[src/rtl/bram_loader.sv]
// bram_loader: fills a single-port block RAM from a byte stream or with a
// constant, then reads the written range back and compares checksums.
// Port A of the RAM is driven directly; consumers read only after done.
module bram_loader #(
    parameter int unsigned DATA_W = 8,
    parameter int unsigned ADDR_W = 9,
    parameter int unsigned DEPTH  = 512,
    parameter int unsigned RD_LAT = 1
) (
    input  logic              clk,
    input  logic              rst_n,
    input  logic              start,
    input  logic              clear,
    input  logic [ADDR_W:0]   len,
    input  logic [DATA_W-1:0] fill_val,
    input  logic [DATA_W-1:0] s_data,
    input  logic              s_valid,
    output logic              s_ready,
    output logic [ADDR_W-1:0] bram_addr,
    output logic [DATA_W-1:0] bram_din,
    output logic              bram_we,
    input  logic [DATA_W-1:0] bram_dout,
    output logic              busy,
    output logic              done,
    output logic              err,
    output logic [15:0]       checksum
);

    localparam int unsigned CNT_W = ADDR_W + 1;
    localparam logic [CNT_W-1:0]  DEPTH_C  = CNT_W'(DEPTH);
    // Marks the tag stage whose data is on bram_dout this cycle.
    localparam logic [RD_LAT-1:0] TAG_LAST = RD_LAT'(1) << (RD_LAT - 1);

    typedef enum logic [2:0] {
        S_IDLE,
        S_FILL,
        S_LOAD,
        S_VERIFY,
        S_DRAIN,
        S_DONE
    } state_t;

    state_t            state_q, state_d;
    logic [ADDR_W-1:0] addr_q,  addr_d;
    logic [CNT_W-1:0]  n_q,     n_d;
    logic [DATA_W-1:0] fill_q,  fill_d;
    logic [15:0]       wsum_q,  wsum_d;
    logic [15:0]       rsum_q,  rsum_d;
    logic              err_q,   err_d;
    logic [RD_LAT-1:0] tag_q,   tag_d;

    logic              addr_last;
    logic [CNT_W-1:0]  len_n;
    logic [15:0]       rsum_inc;
    logic              early_pending;

    assign addr_last     = ({1'b0, addr_q} + CNT_W'(1)) == n_q;
    assign len_n         = (len > DEPTH_C) ? DEPTH_C : len;
    assign rsum_inc      = rsum_q + ((|(tag_q & TAG_LAST)) ? 16'(bram_dout) : 16'd0);
    assign early_pending = |(tag_q & ~TAG_LAST);

    assign err      = err_q;
    assign checksum = wsum_q;

    // State and datapath registers.
    always_ff @(posedge clk or negedge rst_n) begin
        if (!rst_n) begin
            state_q <= S_IDLE;
            addr_q  <= '0;
            n_q     <= '0;
            fill_q  <= '0;
            wsum_q  <= '0;
            rsum_q  <= '0;
            err_q   <= 1'b0;
            tag_q   <= '0;
        end else begin
            state_q <= state_d;
            addr_q  <= addr_d;
            n_q     <= n_d;
            fill_q  <= fill_d;
            wsum_q  <= wsum_d;
            rsum_q  <= rsum_d;
            err_q   <= err_d;
            tag_q   <= tag_d;
        end
    end

    // Next-state, counters, sums and RAM/handshake outputs.
    always_comb begin
        state_d   = state_q;
        addr_d    = addr_q;
        n_d       = n_q;
        fill_d    = fill_q;
        wsum_d    = wsum_q;
        rsum_d    = rsum_inc;
        err_d     = err_q;
        tag_d     = tag_q << 1;
        s_ready   = 1'b0;
        bram_we   = 1'b0;
        bram_din  = '0;
        bram_addr = addr_q;
        busy      = 1'b0;
        done      = 1'b0;

        case (state_q)
            S_IDLE: begin
                if (start) begin
                    fill_d = fill_val;
                    wsum_d = '0;
                    rsum_d = '0;
                    err_d  = 1'b0;
                    addr_d = '0;
                    n_d    = clear ? DEPTH_C : len_n;
                    // An empty load passes through DRAIN with nothing in flight.
                    if (!clear && len_n == '0) begin
                        state_d = S_DRAIN;
                    end else if (clear) begin
                        state_d = S_FILL;
                    end else begin
                        state_d = S_LOAD;
                    end
                end
            end

            S_FILL: begin
                busy     = 1'b1;
                bram_we  = 1'b1;
                bram_din = fill_q;
                wsum_d   = wsum_q + 16'(fill_q);
                if (addr_last) begin
                    addr_d  = '0;
                    state_d = S_VERIFY;
                end else begin
                    addr_d = addr_q + ADDR_W'(1);
                end
            end

            S_LOAD: begin
                busy     = 1'b1;
                s_ready  = 1'b1;
                bram_din = s_data;
                if (s_valid) begin
                    bram_we = 1'b1;
                    wsum_d  = wsum_q + 16'(s_data);
                    if (addr_last) begin
                        addr_d  = '0;
                        state_d = S_VERIFY;
                    end else begin
                        addr_d = addr_q + ADDR_W'(1);
                    end
                end
            end

            S_VERIFY: begin
                busy  = 1'b1;
                tag_d = (tag_q << 1) | RD_LAT'(1);
                if (addr_last) begin
                    addr_d  = '0;
                    state_d = S_DRAIN;
                end else begin
                    addr_d = addr_q + ADDR_W'(1);
                end
            end

            S_DRAIN: begin
                busy = 1'b1;
                // The final return is folded in on the same edge that decides err.
                if (!early_pending) begin
                    err_d   = (rsum_inc != wsum_q);
                    state_d = S_DONE;
                end
            end

            S_DONE: begin
                done    = 1'b1;
                state_d = S_IDLE;
            end

            default: begin
                state_d = S_IDLE;
            end
        endcase
    end

endmodule

[config.mk]
export PLATFORM = sky130hd
export DESIGN_NAME = bram_loader
export DESIGN_NICKNAME = d
export VERILOG_FILES = /design/src/rtl/bram_loader.sv
export SDC_FILE = /design/constraint.sdc
export NUM_CORES = 1
export LEC_CHECK = 0
export ABC_AREA = 1
export BUFFER_PORTS_ARGS = -buffer_cell sky130_fd_sc_hd__clkbuf_2
export CAP_MARGIN = 20
export CORE_AREA = 3 3 111 113
export DETAILED_ROUTE_END_ITERATION = 12
export DIE_AREA = 0 0 114 116
export GPL_TIMING_DRIVEN = 0
export SYNTH_ARGS = -nofsm -noshare
export SYNTH_HDL_FRONTEND = slang
export SYNTH_SLANG_ARGS = --single-unit
[constraint.sdc]
create_clock -name clk -period 3.1 [get_ports clk]
set_input_delay 0.62 -clock clk [delete_from_list [all_inputs] [get_ports clk]]
set_output_delay 0.62 -clock clk [all_outputs]
set_load 0.01 [all_outputs]
After elaboration in Yosys (flattened, before gate mapping). Index checks and enable logic that the tools add are counted.

Logic and storage cells: 66. Input port bits: 39. Bits in registers: 64. Output and inout bits: 38.

Add/subtract/negate cells: 5. Order comparisons: 1. Equality and inequality tests: 10. Reduce and logical (&&, ||, !) cells: 14. Multiplexer cells: 28.

Operators by type and width (number): 16-bit two-way mux (4); 16-bit by 8-bit adder with 16-bit output (3); 16-bit one-hot mux with 3 select lines (1); 9-bit two-way mux (3); 9-bit one-hot mux with 3 select lines (1); 10-bit two-way mux (2); 16-bit != test (1); 8-bit one-hot mux with 2 select lines (1); 3-bit two-way mux (5); 3-bit one-hot mux with 5 select lines (1); 9-bit by 1-bit adder with 10-bit output (second input constant) (1); 10-bit == test (1); 10-bit > comparator (second input constant) (1); 10-bit logical NOT (1); 9-bit by 1-bit adder with 9-bit output (second input constant) (1); 3-bit AND reduction (3); 8-bit two-way mux (1); 3-bit by 2-bit == test with 1-bit output (second input constant) (2); 3-bit == test (second input constant) (2); 1-bit two-way mux (6); 2-bit != test (second input constant) (3); 3-bit nonzero test (2); 1-bit one-hot mux with 2 select lines (2); 2-bit AND reduction (2); 8 further kinds (8).

Longest topological paths before layout. Gate-level depths: netlist of run 1.

Depth after elaboration: 7. Depth in mapped cells: 20.

Worst setup path after synthesis of run 1. No wires, ideal clock.

Kind: reg2reg. Start: reg state_q[2]. End: reg wsum_q[9] (netlist: checksum[9]). Stages on the path, launching flop included: 15. Path buffers: 2. Data arrival time: 2.522 ns. Slack: 0.459 ns. Setup time: 0.119 ns. Period minus slack after synthesis: 2.641 ns. Path through: dfrtp_1 -> buf_2 -> nor3_4 -> clkbuf_1 -> o21ai_0 -> ha_1 -> nand2_1 -> o21ai_0 -> a21oi_1 -> o21ai_0 -> nand3_1 -> nand2_1 -> nand3_1 -> nand2_1 -> nor2_1.

Word-level cells in the longest chain between the ends: 3.

Ends and longest elaborated chain: from (decl) (RTL line 43) `state_t state_q, state_d;`; from (signal assigned) (RTL line 77) `state_q <= state_d;`; 3-bit by 2-bit == test with 1-bit output (tied with other cells) (RTL line 105) `case (state_q)`; 2-bit != test (no line) / 3-bit nonzero test (equally long branches); 3-bit AND reduction (no line); to (signal assigned) (RTL line 81) `wsum_q <= wsum_d;`; to (decl) (RTL line 47) `logic [15:0] wsum_q, wsum_d;`.

Several ways; a longest one is shown, not always the timed one. A chain may end at the register's enable or synchronous reset.

Worst setup path after layout of run 1.
Start: reg state_q[2]. End: reg wsum_q[14] (netlist: checksum[14]).

The elaborated chain is that of the path after synthesis.

==> run_results.csv, run 1 <==
group,metric,value,unit
routing,detail_route.wl_per_cell,14.4,um
setup_path,slowest_stage,"fa_1",
setup_path,worstSetupPathType,"reg2reg",
setup_path,cp_num_cells,14,
global_routing,grt_pass1_vias,4663,
clock_tree,clkLatencyLatePin,0.34,ns
setup_path,crit_path_start_kind,"flop",
routing,wl,12.9,mm
setup_path,critPathBufInv,2,
logic_synthesis,synth_edf_count,0,
sta,hold_ws,0.210,ns
routing,antenna_left,0,
place,dp_hpwl,10.3,mm
clock_tree,root_buffer,"clkbuf_16",
sta,tightest_slew,0.607,ns
final_layout,diodes,0,
logic_synthesis,synth.most_common_cell,"nand2_1",
sta,finClkSkew,0.0102,ns
floorplan,rows,39,
logic_synthesis,ys.flop_type,"dfrtp_1",
setup_path,crit_top_cell,"nand2_1",
final_layout,final_core_util,47.9,%
logic_synthesis,yosysTopAreaCellShare,35.0,%
sta,final-hold-violation-count,0,
floorplan,initial_core_util,40.0,%
sta,slew_headroom,59.5,%
logic_synthesis,syn_area_per_cell,6.86,um2
clock_tree,clockBufferDepth,2,
floorplan,die_y,116,um
logic_synthesis,syn_area,0.00457,mm2
global_routing,grt_remaining_overflow,0,
routing,via_per_inst,5.12,
setup_path,worstPathArrival,3.18,ns
floorplan,die_w,114,um
global_routing,grt_use_total,20.7,%
clock_tree,cts_buffers,9,
power,ir_worst_vdd,0.627,mV
power,leakagePower,2.90,nW
global_routing,grt_pass1_wl,21.9,mm
hold_path,hold_class,"in2async",
sta,final-max-slew-violation-count,0,
power,cellPowerDensity,903,mW/mm2
floorplan,core_area,0.0114,mm2
sta,min_period,2.96,ns
place,gp_congestion,0.916,
global_routing,grt_max_degree,43,
setup_path,reg2reg_depth,14,
logic_synthesis,synth_area_leaders,"dfrtp_1, nand2_1, nand3_1",
sta,fin_ws,0.144,ns
global_routing,antenna_found_initial,0,
final_layout,layout-drive-gt1-share,16.6,%
logic_synthesis,yosys_register_bits,64,
sta,clock.fmax,338,MHz
logic_synthesis,synth_top_area_cell,"dfrtp_1",
run_status,status,"finished clean",
final_layout,nets,811,
setup_path,required,3.32,ns
logic_synthesis,syn-instance-count,666,
routing,vias,4609,
final_layout,syn2layout_area_growth,19.8,%
place,io_buffers,76,
logic_synthesis,syn_nets,724,
floorplan,die_area,0.0132,mm2
clock_tree,htree_levels,3,
logic_synthesis,synthTopCellsByCount,"nand2_1, inv_1, nand3_1, dfrtp_1, nor2_1",
clock_tree,clock_sinks,64,
floorplan,pin_count,77,
routing,drc_errors,0,
clock_tree,cts_tree,"done",
logic_synthesis,yosys_warnings,0,
setup_path,critPathMaxStageDelay,0.44,ns
logic_synthesis,seq_area_frac_synth,35.0,%
routing,drt_iter0_markers,312,
logic_synthesis,ys_types,40,
setup_path,cp-end-kind,"flop",
clock_tree,postCtsSetupBuffers,0,
job,drv_cap,0,
place,pre_cts_ws,0.0437,ns
setup_path,critPathTopFamily,"simple AND/OR/NAND/NOR gates",
logic_synthesis,async_reset_ff_share,100,%
setup_path,crit_fanout,8,
routing,first_pass_iters,5,
clock_tree,path_clk_slew,0.06,ns
sta,min_period_over_period,95.4,%
sta,setup_viol,0,
setup_path,crit_chain,"buf_2 -> nor3_4 -> nand2_1 -> o21ai_0 -> ha_1 -> inv_1 -> fa_1 -> o21ai_1 -> nand2_1 -> nand2_1 -> and3_1 -> nand3_1 -> o21ai_0 -> a21oi_1",
sta,setup-tns-final,0,ns
final_layout,fillers,1158,
[power breakdown]
group          total (mW)  switching (mW)  internal [mW]
logic                2.54            1.63          0.909
registers            1.31           0.218           1.09
clock network        1.09           0.393          0.701
total                4.94            2.24           2.70
[what timing repair did]
item	in CTS	in global routing
resized for setup	0	5
hold buffers	0	0
endpoints found under the setup margin	0	8
[kinds of logic (layout without fill, tap and decap cells)]
| group | Yosys count | in the layout | share of synthesized area [%] |
|---|---|---|---|
| and+or+nand+nor | 367 | 367 | 35.7 |
| buffers and inverters | 109 | 201 | 9.14 |
| adders and majority gates | 19 | 19 | 5.53 |
| DFF | 64 | 64 | 35.0 |
| AOI/OAI and AO/OA | 90 | 90 | 10.8 |
| xor gates and xnor gates | 17 | 17 | 3.86 |
[sequential cells by signal, indices dropped and copies added (netlist names)]
name / count
n_q: 10
tag_q: 1
checksum: 16
state_q: 3
rsum_q: 16
fill_q: 8
err: 1
bram_addr: 9
[cell usage in the layout, fill, tap and decap left out, types with 2 or more instances in the layout]
cell       count
nor2_1        52
inv_1         95
nand2_2        2
o21ai_1        8
fa_1           2
o21ai_0       41
nand3b_1       3
clkinv_2       3
bufinv_16      2
o22ai_1        5
a21oi_2        2
nand2_1      192
clkbuf_1       3
nor3_2         3
inv_2          5
a21oi_1       25
xnor2_1        5
nand2_4        2
nor2_2         7
nand3_1       73
o21ai_2        2
clkbuf_16      9
clkbuf_2      76
nor3_1        15
xor2_1        10
nand3_2        2
a32o_1         3
buf_2          4
xnor3_1        2
nand4_1        9
dfrtp_1       64
ha_1          17
[metrics by stage]
stage,instances,instance area [um2],power [mW]
finish,901,5470,4.94
global route,901,5470,5.39
CTS,902,5470,4.96
detailed placement,886,5160,3.85
global placement,885,5130,3.78
floorplan,666,4570,3.10
[worst paths after layout]
path | start | endpoint | slack (ns)
max reg2reg | state_q[2] | checksum[14] | 0.14
min | rst_n | rsum_q[4] | 0.21
min in group clk | fill_val[5] | fill_q[5] | 0.49
min reg2reg | n_q[8] | n_q[8] | 0.52
max | state_q[2] | checksum[14] | 0.14
max in group asynchronous | rst_n | tag_q | 2.34
[cell type report]
type	count	area (um2)	share of cell area (%)
Multi-Input combinational cell	493	2550	46.7
Inverter	100	375	6.86
Buffer	8	40.0	0.731
Tap cell	143	179	3.27
Clock inverter	6	83.8	1.53
Timing Repair Buffer	77	410	7.50
Clock buffer	10	229	4.18
Sequential cell	64	1600	29.3
[routing by layer]
layer | GRT usage, % | part of all wire (%) | wire [um] | vias to the layer above
met5 | 0 | 0 | 0 | -
met4 | 8.55 | 1.9 | 248 | 0
met3 | 3.24 | 4.3 | 562 | 21
met2 | 35.4 | 48 | 6230 | 114
met1 | 26.2 | 46 | 5890 | 2140
li1 | - | - | - | 2334
No activity file was read; power rests on OpenSTA's default activity.
==> run 2, diff against run 1 <==
--- a/config.mk
+++ b/config.mk
@@ -12,6 +12,7 @@
 export DETAILED_ROUTE_END_ITERATION = 12
 export DIE_AREA = 0 0 114 116
 export GPL_TIMING_DRIVEN = 0
+export SKIP_LAST_GASP = 1
 export SYNTH_ARGS = -nofsm -noshare
 export SYNTH_HDL_FRONTEND = slang
 export SYNTH_SLANG_ARGS = --single-unit
==> constraint.sdc (replaced) <==
create_clock -name clk -period 2.4 [get_ports clk]
set_input_delay 0.48 -clock clk [delete_from_list [all_inputs] [get_ports clk]]
set_output_delay 0.48 -clock clk [all_outputs]
set_load 0.01 [all_outputs]
==> run_results.csv, run 2 (synthesis results as in run 1) <==
group,metric,value,unit
sta,final-hold-violation-count,0,
final_layout,layout-drive-gt1-share,28.4,%
final_layout,layout_common_cells,"nand2_1, inv_1, clkbuf_2",
setup_path,cp-end-kind,"flop",
setup_path,critPathBufInv,4,
job,drv_cap,0,
clock_tree,path_clk_slew,0.06,ns
power,leakagePower,3.04,nW
sta,finClkSkew,0.00858,ns
setup_path,crit_path_start_kind,"flop",
global_routing,grt_max_degree,43,
setup_path,reg2reg_depth,15,
clock_tree,clock_sinks,64,
power,ir_worst_vdd,0.702,mV
clock_tree,clkLatencyLatePin,0.33,ns
setup_path,crit_fanout,5,
power,cellPowerDensity,1220,mW/mm2
sta,final-max-slew-violation-count,0,
global_routing,grt_pass1_wl,22.2,mm
sta,setup_viol,6,
place,dp_hpwl,10.2,mm
routing,detail_route.wl_per_cell,14.6,um
final_layout,syn2layout_area_growth,32.0,%
final_layout,regArea,0.00160,mm2
sta,slew_headroom,57.1,%
floorplan,die_y,116,um
clock_tree,cts_tree,"done",
routing,vias,4786,
setup_path,required,2.60,ns
setup_path,worstPathArrival,2.69,ns
hold_path,hold_class,"in2async",
routing,first_pass_iters,5,
final_layout,multiInputGateArea,0.00292,mm2
clock_tree,clockBufferDepth,2,
routing,via_per_inst,5.16,
sta,setup-tns-final,-0.234,ns
final_layout,final_core_util,52.8,%
global_routing,grt_remaining_overflow,0,
floorplan,rows,39,
routing,wl,13.6,mm
final_layout,diodes,0,
sta,rsz0062_at_grt,"yes",
sta,tightest_slew,0.644,ns
floorplan,die_w,114,um
final_layout,final_common_cell,"nand2_1",
run_status,status,"finished with violations",
floorplan,pin_count,77,
routing,drc_errors,0,
routing,drt_iter0_markers,261,
global_routing,grt_use_total,21.1,%
floorplan,core_area,0.0114,mm2
sta,min_period_over_period,104,%
floorplan,initial_core_util,40.0,%
sta,min_period,2.49,ns
setup_path,critPathMaxStageDelay,0.40,ns
setup_path,critPathTopFamily,"simple AND/OR/NAND/NOR gates",
routing,antenna_left,0,
clock_tree,root_buffer,"clkbuf_16",
place,gp_congestion,0.896,
place,io_buffers,76,
clock_tree,htree_levels,3,
final_layout,nets,838,
final_layout,fillers,1129,
global_routing,antenna_found_initial,0,
clock_tree,cts_buffers,9,
setup_path,crit_chain,"inv_2 -> nor3_4 -> buf_6 -> clkbuf_8 -> o21ai_2 -> ha_2 -> inv_2 -> fa_2 -> o21ai_2 -> nand2_1 -> nand2_2 -> and3_4 -> nand4_1 -> xor2_1 -> nor2_1",
global_routing,grt_pass1_vias,4725,
run_status,failed_checks,"setup timing",
sta,fin_ws,-0.0893,ns
floorplan,die_area,0.0132,mm2
setup_path,cp_num_cells,15,
setup_path,worstSetupPathType,"reg2reg",
setup_path,slowest_stage,"dfrtp_1",
sta,clock.fmax,402,MHz
## run 2: cell count changes in the layout (fill, tap and decap cells not counted), sizes merged
cell and delta:
clkinv -1, buf +27, clkbuf +1, bufinv -2
clkinvlp +1
## run 2: area by class of cell
type                            count  area share [%]
Inverter                          100            6.26
Clock inverter                      4           0.373
Tap cell                          143            2.97
Sequential cell                    64            26.6
Clock buffer                       11            3.86
Multi-Input combinational cell    493            48.4
Timing Repair Buffer              104            10.7
Buffer                              8           0.933
## run 2: routing by layer
| layer | track usage [%] | vias to the layer above | wire length, um |
|---|---|---|---|
| li1 | - | 2401 | - |
| met1 | 25.9 | 2246 | 5980 |
| met2 | 37.1 | 110 | 6670 |
| met3 | 3.24 | 29 | 556 |
| met4 | 8.55 | 0 | 339 |
| met5 | 0 | - | 0 |
## run 2: repair_timing
| action | in CTS | in global routing |
|---|---|---|
| endpoints found under the setup margin | 12 | 21 |
| hold buffers | 0 | 0 |
| setup buffers | 21 | 5 |
| pin swaps | 18 | 22 |
| gates resized for setup | 60 | 46 |
| cloned | 1 | 0 |
## run 2: stage by stage
stage               area (um2)  worst slack (ns)  instances  total power, mW  hold slack [ns]
finish                    6030           -0.0893        927             7.38           0.0915
detailed placement        5180            -0.463        886             5.00            0.456
CTS                       5810            -0.151        922             6.91            0.100
floorplan                 4590            0.0120        666             4.04            0.184
global route              6030            -0.287        927             7.98            0.106
global placement          5150            -0.414        885             4.92            0.482
## run 2: final timing paths
| kind | end | slack, ns | from |
|---|---|---|---|
| min | rsum_q[4] | 0.09 | rst_n |
| min in group clk | fill_q[5] | 0.36 | fill_val[5] |
| min reg2reg | n_q[8] | 0.53 | n_q[8] |
| max reg2reg | checksum[12] | -0.09 | state_q[1] |
| max in group asynchronous | tag_q | 1.73 | rst_n |
| max | checksum[12] | -0.09 | state_q[1] |
## run 2: report_power, final
| group | switching [mW] | internal, mW |
|---|---|---|
| registers | 0.307 | 1.41 |
| clock network | 0.475 | 0.687 |
| logic | 2.59 | 1.91 |
==> run 3, diff against run 2 <==
--- a/config.mk
+++ b/config.mk
@@ -9,6 +9,7 @@
 export BUFFER_PORTS_ARGS = -buffer_cell sky130_fd_sc_hd__clkbuf_2
 export CAP_MARGIN = 20
 export CORE_AREA = 3 3 111 113
+export CTS_BUF_LIST = sky130_fd_sc_hd__clkbuf_2 sky130_fd_sc_hd__clkbuf_4 sky130_fd_sc_hd__clkbuf_8
 export DETAILED_ROUTE_END_ITERATION = 12
 export DIE_AREA = 0 0 114 116
 export GPL_TIMING_DRIVEN = 0
==> run_results.csv, run 3 (synthesis results as in run 1) <==
group,metric,value,unit
run_status,status,"finished with violations",
run_status,failed_checks,"setup timing",
sta,fin_ws,-0.0989,ns
final_layout,layout_common_cells,"nand2_1, inv_1, clkbuf_2",
power,total_power,7.02,mW
sta,final-hold-violation-count,0,
clock_tree,clock_sinks,64,
global_routing,grt_use_total,21.2,%
final_layout,fillers,1149,
setup_path,cp-end-kind,"flop",
final_layout,fin_cells,926,
power,power.share.clock,11.7,%
setup_path,worstSetupPathType,"reg2reg",
routing,antenna_left,0,
sta,hold_ws,0.0548,ns
final_layout,regArea,0.00160,mm2
power,ir_worst_vdd,0.585,mV
sta,setup_viol,7,
routing,detail_route.wl_per_cell,14.6,um
floorplan,die_y,116,um
sta,rsz0062_at_grt,"yes",
routing,dr_wl_met3,543,um
floorplan,core_area,0.0114,mm2
clock_tree,htree_levels,3,
routing,drc_errors,0,
routing,vias,4748,
clock_tree,clkLatencyLatePin,0.36,ns
place,dp_hpwl,10.2,mm
final_layout,diodes,0,
final_layout,syn2layout_area_growth,30.1,%
routing,wl_met1,6.00,mm
global_routing,grt_remaining_overflow,0,
place,io_buffers,76,
setup_path,required,2.63,ns
power,leakagePower,3.00,nW
clock_tree,clockBufferDepth,2,
power,cellPowerDensity,1180,mW/mm2
floorplan,initial_core_util,40.0,%
hold_path,hold_class,"in2async",
power,switching_share,47.5,%
routing,via_per_inst,5.13,
sta,clock.fmax,400,MHz
final_layout,multiInputGateArea,0.00294,mm2
clock_tree,root_buffer,"clkbuf_8",
clock_tree,cts_hold_buf,0,
clock_tree,path_clk_slew,0.08,ns
routing,first_pass_iters,5,
sta,final-max-slew-violation-count,0,
floorplan,die_w,114,um
place,dp_cells,886,
routing,top_layer_used,"met4",
floorplan,die_area,0.0132,mm2
floorplan,pin_count,77,
global_routing,antenna_found_initial,0,
sta,slew_headroom,59.3,%
floorplan,rows,39,
final_layout,nets,837,
final_layout,final_common_cell,"nand2_1",
setup_path,reg2reg_depth,13,
place,gp_congestion,0.896,
clock_tree,cts_tree,"done",
clock_tree,cts_buffers,9,
job,drv_cap,0,
global_routing,grt_pass1_vias,4756,
power,pwr-share-comb,63.8,%
power,intPower,3.68,mW
routing,wl,13.6,mm
setup_path,crit_path_start_kind,"flop",
global_routing,grt_pass1_wl,22.3,mm
sta,min_period_over_period,104,%
global_routing,grt_max_degree,43,
routing,wl_met2,6.70,mm
routing,drt_iter0_markers,199,
final_layout,layout-drive-gt1-share,29.0,%
sta,tightest_slew,0.611,ns
sta,min_period,2.50,ns
power,seq_power_share,24.4,%
setup_path,worstPathArrival,2.73,ns
setup_path,crit_fanout,5,
power,p_switching,3.33,mW
sta,finClkSkew,0.0137,ns
-- run 3: cell type report --
cell class	instances	share of cell area, %
clock buffers	11	2.34
multi-input cells	493	49.5
plain buffers	8	0.947
clock inverters	4	0.379
repair buffers	103	10.5
well taps	143	3.01
flip-flops and latches	64	27.0
inverters	100	6.36
-- run 3: power groups by stage --
stage	Sequential [mW]	Clock (mW)	Combinational, mW
after floorplan	1.66	0	2.38
after global placement	1.68	0	3.24
after detailed placement	1.69	0	3.31
after CTS	1.69	0.857	4.04
after global routing	1.75	0.892	4.96
final	1.72	0.823	4.48
-- run 3: what timing repair did --
item,in CTS,in global routing
resized for setup,68,45
buffers inserted,21,4
gates cloned,1,0
endpoints found under the setup margin,12,21
pin swaps,18,20
hold endpoints to repair,0,0
-- run 3: worst max-delay path, stage by stage, from the launching register on --
cell	delay, ns
dfrtp_2	0.44
nor3_4	0.27
buf_6	0.17
inv_4	0.05
nor2_1	0.17
a21oi_4	0.07
fa_2	0.38
o21ai_2	0.18
nand2_1	0.08
nand2_2	0.09
and3_4	0.20
nand4_1	0.10
xor2_1	0.14
nor2_1	0.05
-- run 3: final timing paths --
path | from | slack [ns] | end
max reg2reg | state_q[0] | -0.1 | checksum[12]
min | rst_n | 0.05 | rsum_q[4]
max | state_q[0] | -0.1 | checksum[12]
max in group asynchronous | rst_n | 1.77 | state_q[0]
min reg2reg | n_q[3] | 0.53 | n_q[3]
min in group clk | fill_val[6] | 0.34 | fill_q[6]
-- run 3: routing by layer --
layer / track usage, % / vias to the layer above
met5: 0 / -
li1: - / 2385
met2: 37.4 / 112
met3: 3.66 / 30
met4: 9.66 / 0
met1: 25.4 / 2221
-- run 3: stage by stage --
stage               util (%)  cell area, um2  setup TNS [ns]  setup slack [ns]
detailed placement      45.3            5180           -3.63            -0.463
floorplan                  -            4590               0            0.0120
CTS                     50.3            5740          -0.835            -0.157
global placement        45.1            5150           -3.08            -0.414
finish                  52.1            5950          -0.353           -0.0989
global route            52.1            5950           -1.67            -0.290
